===== src/rtl/bytecode_fetch_pkg.sv =====
// rtl/bytecode_fetch_pkg.sv - shared constants and FSM encoding for the bytecode fetch unit
package bytecode_fetch_pkg;

  localparam int FIFO_DEPTH = 8;
  localparam int WORD_BYTES = 4;

  typedef enum logic [1:0] {
    ST_IDLE = 2'd0,
    ST_REQ  = 2'd1,
    ST_WAIT = 2'd2
  } fetch_state_t;

endpackage


===== src/rtl/bytecode_byte_fifo.sv =====
// rtl/bytecode_byte_fifo.sv - 8x8 byte FIFO taking 0..4 bytes per push, single pop, flush
module bytecode_byte_fifo
  import bytecode_fetch_pkg::*;
(
  input  logic        clk,
  input  logic        reset,
  input  logic        flush,
  input  logic [2:0]  push_count,
  input  logic [31:0] push_data,
  input  logic        pop,
  output logic [7:0]  head,
  output logic [3:0]  count
);

  localparam int PTR_W = $clog2(FIFO_DEPTH);

  logic [7:0]       mem [FIFO_DEPTH];
  logic [PTR_W-1:0] rd_ptr;
  logic [PTR_W-1:0] wr_ptr;

  always_ff @(posedge clk or negedge reset) begin
    if (!reset) begin
      for (int i = 0; i < FIFO_DEPTH; i++) mem[i] <= '0;
      rd_ptr <= '0;
      wr_ptr <= '0;
      count  <= '0;
    end else if (flush) begin
      rd_ptr <= '0;
      wr_ptr <= '0;
      count  <= '0;
    end else begin
      // push_data byte 0 lands at wr_ptr; caller guarantees room for push_count bytes
      for (int i = 0; i < WORD_BYTES; i++) begin
        if (i < int'(push_count)) mem[wr_ptr + PTR_W'(i)] <= push_data[8*i +: 8];
      end
      wr_ptr <= wr_ptr + PTR_W'(push_count);
      if (pop) rd_ptr <= rd_ptr + 1'b1;
      count <= count + 4'(push_count) - 4'(pop);
    end
  end

  assign head = mem[rd_ptr];

endmodule


===== src/rtl/bytecode_fetch.sv =====
// rtl/bytecode_fetch.sv - word-fetching bytecode prefetcher feeding a byte stream consumer
module bytecode_fetch
  import bytecode_fetch_pkg::*;
#(
  parameter int                     ADDRESS_WIDTH = 8,
  parameter logic [ADDRESS_WIDTH-1:0] RESET_PC    = '0
) (
  input  logic                     clk,
  input  logic                     reset,
  input  logic                     redirect,
  input  logic [ADDRESS_WIDTH-1:0] redirect_pc,
  output logic [7:0]               byte_out,
  output logic [ADDRESS_WIDTH-1:0] byte_pc,
  output logic                     byte_valid,
  input  logic                     byte_ready,
  output logic [ADDRESS_WIDTH-1:0] mem_address,
  output logic                     mem_rwn,
  output logic                     mem_start,
  input  logic                     mem_ready,
  input  logic [31:0]              mem_data
);

  fetch_state_t             state, state_next;
  logic [ADDRESS_WIDTH-1:0] fetch_addr, fetch_addr_next;
  logic [ADDRESS_WIDTH-1:0] fetch_word_addr;
  logic                     discard, discard_next;
  logic [2:0]               push_count;
  logic [31:0]              push_data;
  logic [3:0]               fifo_count;
  logic                     pop;

  assign fetch_word_addr = {fetch_addr[ADDRESS_WIDTH-1:2], 2'b00};
  assign byte_valid      = (fifo_count != 4'd0);
  assign pop             = byte_valid && byte_ready && !redirect;
  assign mem_rwn         = 1'b1;

  // Only the first word after a restart is unaligned; its leading bytes are shifted out
  assign push_data = mem_data >> {fetch_addr[1:0], 3'b000};

  always_comb begin
    state_next      = state;
    discard_next    = discard;
    fetch_addr_next = fetch_addr;
    push_count      = 3'd0;
    mem_start       = 1'b0;
    mem_address     = '0;
    case (state)
      ST_IDLE: begin
        if (redirect || fifo_count <= 4'(FIFO_DEPTH - WORD_BYTES)) state_next = ST_REQ;
      end
      ST_REQ: begin
        mem_start   = 1'b1;
        mem_address = fetch_word_addr;
        if (mem_ready) begin
          state_next = ST_WAIT;
          if (redirect) discard_next = 1'b1;
        end
      end
      ST_WAIT: begin
        if (mem_ready) begin
          state_next   = ST_IDLE;
          discard_next = 1'b0;
          if (!discard && !redirect) begin
            push_count      = 3'(WORD_BYTES) - {1'b0, fetch_addr[1:0]};
            fetch_addr_next = fetch_word_addr + ADDRESS_WIDTH'(WORD_BYTES);
          end
        end else if (redirect) begin
          discard_next = 1'b1;
        end
      end
      default: state_next = ST_IDLE;
    endcase
    if (redirect) fetch_addr_next = redirect_pc;
  end

  always_ff @(posedge clk or negedge reset) begin
    if (!reset) begin
      state      <= ST_IDLE;
      discard    <= 1'b0;
      fetch_addr <= RESET_PC;
      byte_pc    <= RESET_PC;
    end else begin
      state      <= state_next;
      discard    <= discard_next;
      fetch_addr <= fetch_addr_next;
      if (redirect) byte_pc <= redirect_pc;
      else if (pop) byte_pc <= byte_pc + 1'b1;
    end
  end

  bytecode_byte_fifo u_fifo (
    .clk        (clk),
    .reset      (reset),
    .flush      (redirect),
    .push_count (push_count),
    .push_data  (push_data),
    .pop        (pop),
    .head       (byte_out),
    .count      (fifo_count)
  );

endmodule


===== config.mk =====
export PLATFORM = sky130hd
export DESIGN_NAME = bytecode_fetch
export DESIGN_NICKNAME = d
export VERILOG_FILES = /design/src/rtl/bytecode_fetch_pkg.sv /design/src/rtl/bytecode_byte_fifo.sv /design/src/rtl/bytecode_fetch.sv
export SDC_FILE = /design/constraint.sdc
export NUM_CORES = 1
export LEC_CHECK = 0
export ABC_AREA = 1
export BUFFER_PORTS_ARGS = -buffer_cell sky130_fd_sc_hd__buf_4
export CAP_MARGIN = 30
export CORE_MARGIN = 1
export CORE_UTILIZATION = 56
export DETAILED_ROUTE_END_ITERATION = 10
export HOLD_SLACK_MARGIN = 0.1
export PLACE_DENSITY = 0.8
export RECOVER_POWER = 25
export SYNTH_ARGS = -nofsm -noshare
export SYNTH_HDL_FRONTEND = slang
export SYNTH_SLANG_ARGS = --single-unit
export TNS_END_PERCENT = 30

===== constraint.sdc =====
create_clock -name clk -period 2.45 [get_ports clk]
set_input_delay 0.1225 -clock clk [delete_from_list [all_inputs] [get_ports clk]]
set_output_delay 0.1225 -clock clk [all_outputs]
set_load 0.01 [all_outputs]

# Yosys cells after proc, flatten, opt, wreduce, memory -nomap -nowiden
# Index checks and enable logic that the tools add are counted.
# W data, S select, Z words.
[totals]
ff_bits = 93
in_bits = 45
output_inout_bits = 27
elab_cells = 115
[op_classes]
addsub = 10
order_cmp = 14
eq_ne = 5
shifts = 1
mux = 45
bitwise = 5
reduce_logical = 20
[op_table]
columns = ["cell", "n"]
rows = [
  ["$mux W64", 7],
  ["$bwmux W64", 4],
  ["$mux W8", 13],
  ["$demux W8 S3", 4],
  ["$shr A32 B5 Y32", 1],
  ["$bmux W8 S3", 1],
  ["$ge A4 B4 Y1 const B", 5],
  ["$not A3 Y4", 5],
  ["$mux W3", 6],
  ["$lt A4 B1 Y1 const B", 4],
  ["$reduce_bool A2 Y1", 5],
  ["$add A8 B1 Y8 const B", 1],
  ["$add A8 B3 Y8 const B", 1],
  ["$logic_and A1 B1 Y1", 7],
  ["$add A3 B1 Y3 const B", 2],
  ["$add A3 B2 Y3 const B", 2],
  ["$lt A1 B3 Y1 const A", 2],
  ["$lt A2 B3 Y1 const A", 2],
  ["$mux W2", 3],
  ["$ne A2 B2 Y1 const B", 3],
  ["$pmux W2 S3", 1],
  ["$reduce_and A3 Y1", 2],
  ["$add A4 B3 Y4", 1],
  ["$le A4 B3 Y1 const B", 1],
  ["13 further kinds", 17],
]

# Longest topological paths before layout
[logic_depth]
depth_word = 16
ltp_mapped = 16
depth_no_buf = 15

# Cells and area by module
# From an unflattened synthesis, not the netlist that was laid out.
[unflattened]
cells_unflattened = 1516
area_unflattened_um2 = 8957.3
[by_module_without_submodules]
columns = ["module", "instances", "cells_each", "area_per_inst_um2", "seq_area_each_um2"]
rows = [
  ["bytecode_byte_fifo", 1, 1252, 7249.5, 1851.8],
  ["bytecode_fetch", 1, 264, 1707.9, 475.5],
]

# Least setup slack after synthesis
# No wires, ideal clock.
[synth_path]
kind = "reg2reg"
start = "reg fetch_addr[1]"
end = "reg u_fifo.count[3]"
setup_time_ps = 132
arrival_time_ps = 2348
required_ps = 2318
setup_slack_ps = -29
path_stages_with_launch = 13
n_path_buf = 1
synth_period_minus_slack_ps = 2479
cell_sequence = "dfrtp_1 > inv_2 > clkbuf_1 > ha_1 > nand2_1 > nand3b_4 > ha_1 > inv_1 > ha_1 > a21o_1 > a21oi_1 > xor2_1 > nor2_1"
[synth_between]
elab_chain_cells = 7
[synth_rtl]
columns = ["item", "line_no", "text"]
rows = [
  ["from (decl)", "bytecode_fetch.sv:24", "logic [ADDRESS_WIDTH-1:0] fetch_addr, fetch_addr_next;"],
  ["from (signal assigned)", "bytecode_fetch.sv:85", "fetch_addr <= fetch_addr_next;"],
  ["$sub A3 B2 Y3", "bytecode_fetch.sv:64", "push_count = 3'(WORD_BYTES) - {1'b0, fetch_addr[1:0]};"],
  ["$mux W3", "bytecode_fetch.sv:63", "if (!discard && !redirect) begin"],
  ["$mux W3", "bytecode_fetch.sv:60", "if (mem_ready) begin"],
  ["$mux W3", "bytecode_fetch.sv:47", "case (state)"],
  ["$add A4 B3 Y4", "bytecode_byte_fifo.sv:38", "count <= count + 4'(push_count) - 4'(pop);"],
  ["$sub A4 B1 Y4", "bytecode_byte_fifo.sv:38", ""],
  ["$mux W4", "bytecode_byte_fifo.sv:27", "end else if (flush) begin"],
  ["to (signal assigned)", "bytecode_byte_fifo.sv:38", ""],
  ["to (decl)", "bytecode_byte_fifo.sv:12", "output logic [3:0] count"],
]
# Every way passes these cells.
# A chain may end at the register's enable or synchronous reset.

# Final worst setup path
[layout_path]
start = "reg u_fifo.rd_ptr[1]"
end = "out byte_out[0]"
[layout_between]
elab_chain_cells = 4
[layout_rtl]
columns = ["item", "line_no", "text"]
rows = [
  ["from (decl)", "bytecode_byte_fifo.sv:18", "logic [PTR_W-1:0] rd_ptr;"],
  ["from (signal assigned)", "bytecode_byte_fifo.sv:37", "if (pop) rd_ptr <= rd_ptr + 1'b1;"],
  ["$not A3 Y4 (not written as such)", "bytecode_byte_fifo.sv:42", "assign head = mem[rd_ptr];"],
  ["$bmux W8 S3", "bytecode_byte_fifo.sv:42", ""],
  ["$mux W8 (not written as such) (2 in a row)", "bytecode_byte_fifo.sv:42", ""],
  ["to (decl)", "bytecode_fetch.sv:12", "output logic [7:0] byte_out,"],
]
# Every way passes these cells. The select of a mux whose other input is x is not followed.

==> results.txt <==
The run finished with clean final reports. The number of library cell types mapped by synthesis is 39. The repair_antennas step left the layout with diodes totalling 0. The deepest clock path buffer count is 2. The total of max-cap violations is 0.

In the synthesized netlist, the number of instances is 1362. The die span in y is 123 um. The clock insertion delay at the later pin of the skew report is 0.36 ns. The sequential-to-total area share from yosys stat is 28.2%. The H-tree depth reported by CTS is 3. The I/O pin total came out at 72. The detailed-routing iteration count for the pre-antenna-repair pass is 5. The final antenna-violating net count came out at 0. The die covers 15200 um2. After synthesis, the cell types taking the most area are sky130_fd_sc_hd__dfrtp_1, sky130_fd_sc_hd__nand2_1, sky130_fd_sc_hd__o21ai_0. The worst setup path is captured at an output port. The relative slew slack is 18.4%. The share of the synthesized area in the top cell type is 28.2%. The root buffer selected by CTS is sky130_fd_sc_hd__clkbuf_16. The critical-path maximum fanout came out at 14. The actual slew at the worst max-slew pin is 1.22 ns. The clock tree from TritonCTS is yes.

Summing internal, switching and leakage power gives 6800 uW. The area growth from synthesis to layout came out at 15.0%. Counting flops and latches in the post-synthesis netlist gives between 90 and 100. The peak clock frequency supported by timing came out at 436 MHz. Setup violations remaining at the end of the flow were counted as 0. Detailed placement finished with a half-perimeter wire length of 20000 um. Between clock sinks in the finished design, the worst skew comes to 0.00826 ns.

Global routing finished with a remaining overflow of 0. The clock sink count came out at 93. Setup repair after global routing could not meet its margin everywhere. After synthesis the cells add up to 8240 um2. The switching share of power is 43.7%.

The total count of max-transition violations in the final report is 0. The routed wirelength normalized by instance count is 16.8 um. The DRC marker count from the first detailed-route iteration came out at 1123. For this configuration, the core starts out at a cell density of 58.5%.

The net load switching power is 2970 uW. The worst hold path belongs to the class input pin to register. The ratio of total power to cell area came out at just over 700 nW/um2. For this run, the post-layout net count is 1503. The worst setup path is launched from a register. The row count is 43.

Counting the fill cells in the layout gives 1326. A synthesized cell averages 6.05 um2. sky130_fd_sc_hd__dfrtp_1 takes more of the synthesized area than any other cell. The maximum number of pins on one net before global-route repair came out at 51. The first global-routing pass estimated approximately 44000 um of wire. The minimum period implied by the final worst setup slack came out at 2.29 ns. The TritonCTS buffer count came out at 9. In the final layout, flip-flops and latches occupy ~2300 um2. The critical path is of the register to output port type. The required time of the critical path came out at 2.33 ns.

Summed over all cells, the static leakage comes to 0.00500 uW. The total via count after detailed routing came out at roughly 9400. STA puts the critical path data arrival time at 2.17 ns. The power share of the clock group came out at 21.1%. The design internal power is around 3800 uW. The fraction of layout cells with a size suffix above 1 came out at roughly an eighth. The count of buffers inserted at the top-level ports came out at just under 70. For this run, the total global-route usage over all layers was measured as 37.9%. The clock-pin transition on the worst setup and hold timing paths is ~0.07 ns. The sequential share of power is 33.2%. For this run, design rule violations remaining after detail routing come to 0. The area of the multi-input gates is ~4900 um2. The placeable core region came out at 14100 um2. During synthesis, Yosys emitted a total of 0 warnings.

Of the total power, combinational logic draws 45.6%. The post-CTS setup repair buffer count is 0. VDD sags by at most 0.000406 V. The final wirelength came out at 27400 um. The die is 123 um wide. The number of global-route vias before repair came out at between 8000 and 9000. The initial antenna violation count came out at 0. The post-route clock period utilization came out at 93.6%. After routing, the total negative slack on setup checks comes to 0 ns. Using the TritonRoute via totals, the vias-per-cell ratio works out to 5.78. The final count of hold timing violations is 0. The final weighted congestion in routability-driven placement came out at 0.957.
-- state kept, by name, summed over array words and instances (netlist names) --
register / count
state: 2
u_fifo.rd_ptr: 3
u_fifo.mem: 64
discard: 1
byte_pc: 8
u_fifo.count: 4
fetch_addr: 8
u_fifo.wr_ptr: 3
-- metal layers --
metal	track usage [%]	wire (um)	up-vias	share of wire, %
met5	0	0	-	0
met4	15.6	828	0	3.0
met3	5.49	2610	84	9.5
met2	58.4	12200	536	44
met1	52.9	11800	4249	43
li1	-	-	4547	-
-- power by group through the flow --
stage	Clock (uW)	Combinational, uW	Sequential (uW)
final	1440	3100	2260
after global routing	1500	3480	2300
after CTS	1430	3070	2250
after detailed placement	0	3030	2270
after global placement	0	2970	2260
after floorplan	0	1970	2200
-- critical path, cell delays in order (launching register included) --
cell and delay [ns]:
sky130_fd_sc_hd__dfrtp_1 0.38, sky130_fd_sc_hd__inv_1 0.50, sky130_fd_sc_hd__o21ai_0 0.19, sky130_fd_sc_hd__o22ai_1 0.32, sky130_fd_sc_hd__nor2_1 0.07, sky130_fd_sc_hd__a31oi_1 0.18
sky130_fd_sc_hd__buf_4 0.15
-- cells in the mapped netlist (all sizes together) --
library cell    n
a21oi         105
xor2            7
a21o            1
o22ai           8
or2             6
buf            22
ha             13
a31oi          15
o21bai          1
conb            2
nor2          172
fa              2
nand2         363
nand3          84
nand4           4
and2            2
clkbuf         43
nor4            1
o311ai          1
xnor2           5
o21ai         184
dfrtp          93
o221ai          3
nor3           12
nand3b          1
a22oi           2
o211ai         24
inv           186
-- cells in the final DEF, fill, tap and decap left out, types with 3 or more instances in the layout --
cell type | synthesis | routed
sky130_fd_sc_hd__a21oi_1 | 105 | 104
sky130_fd_sc_hd__a31oi_1 | 15 | 15
sky130_fd_sc_hd__buf_4 | 5 | 114
sky130_fd_sc_hd__clkbuf_1 | 43 | 6
sky130_fd_sc_hd__clkbuf_16 | 0 | 9
sky130_fd_sc_hd__conb_1 | 2 | 3
sky130_fd_sc_hd__dfrtp_1 | 93 | 93
sky130_fd_sc_hd__dlygate4sd3_1 | 0 | 11
sky130_fd_sc_hd__ha_1 | 13 | 13
sky130_fd_sc_hd__inv_1 | 178 | 176
sky130_fd_sc_hd__inv_2 | 7 | 9
sky130_fd_sc_hd__nand2_1 | 352 | 349
sky130_fd_sc_hd__nand2_2 | 2 | 4
sky130_fd_sc_hd__nand2_4 | 9 | 10
sky130_fd_sc_hd__nand3_1 | 83 | 83
sky130_fd_sc_hd__nand4_1 | 4 | 4
sky130_fd_sc_hd__nor2_1 | 168 | 167
sky130_fd_sc_hd__nor2_2 | 4 | 5
sky130_fd_sc_hd__nor3_1 | 6 | 6
sky130_fd_sc_hd__nor3_2 | 6 | 6
sky130_fd_sc_hd__o211ai_1 | 23 | 23
sky130_fd_sc_hd__o21ai_0 | 169 | 169
sky130_fd_sc_hd__o21ai_1 | 15 | 15
sky130_fd_sc_hd__o221ai_1 | 3 | 3
sky130_fd_sc_hd__o22ai_1 | 8 | 8
sky130_fd_sc_hd__or2_2 | 6 | 6
sky130_fd_sc_hd__xnor2_1 | 5 | 5
sky130_fd_sc_hd__xor2_1 | 7 | 7
-- what timing repair did --
| action | 4_1_cts | 5_1_grt |
|---|---|---|
| endpoints found under the hold margin | 63 | 0 |
| hold buffers | 11 | 0 |
| setup endpoints to repair | 0 | 36 |
| resized for setup | 0 | 8 |
-- logic make-up after synthesis --
kind of cell / count (synthesis) / share of synthesized area [%]
simple gates: 645 / 33.0
other cells: 2 / 0.0912
flops: 93 / 28.2
xor+xnor: 12 / 1.28
compound gates: 344 / 22.3
fa+ha+maj: 15 / 2.46
buf+inv: 251 / 12.6
-- metrics by stage --
| stage | util, % | instance area [um2] | setup WS [ns] | hold slack, ns | cells |
|---|---|---|---|---|---|
| after floorplan | - | 8240 | 0.0247 | -0.173 | 1363 |
| after global placement | 64.4 | 9080 | 0.253 | 0.181 | 1601 |
| after detailed placement | 64.4 | 9080 | 0.182 | 0.179 | 1601 |
| after CTS | 67.3 | 9480 | 0.159 | 0.207 | 1628 |
| after global routing | 67.2 | 9480 | -0.0258 | 0.226 | 1628 |
| final | 67.2 | 9480 | 0.156 | 0.195 | 1628 |
-- final timing paths --
path	to	cells after the start	slack (ns)	start
worst max-delay path	byte_out[0]	6	0.16	u_fifo.rd_ptr[1]
worst min-delay path	discard	3	0.19	redirect
worst max register to register	u_fifo.count[3]	11	0.20	fetch_addr[1]
worst min register to register	u_fifo.mem[8]	2	0.49	u_fifo.mem[8]
max in group asynchronous	u_fifo.mem[34]	3	1.03	reset
min in group asynchronous	u_fifo.count[3]	2	0.55	reset
-- cell type report --
| class | instances | share of cell area [%] |
|---|---|---|
| well taps | 180 | 2.38 |
| clock buffers | 9 | 2.38 |
| repair buffers | 134 | 10.9 |
| flip-flops and latches | 93 | 24.6 |
| multi-input cells | 1019 | 51.7 |
| clock inverters | 7 | 0.687 |
| inverters | 186 | 7.39 |
Power figures use the tool's default switching activity.
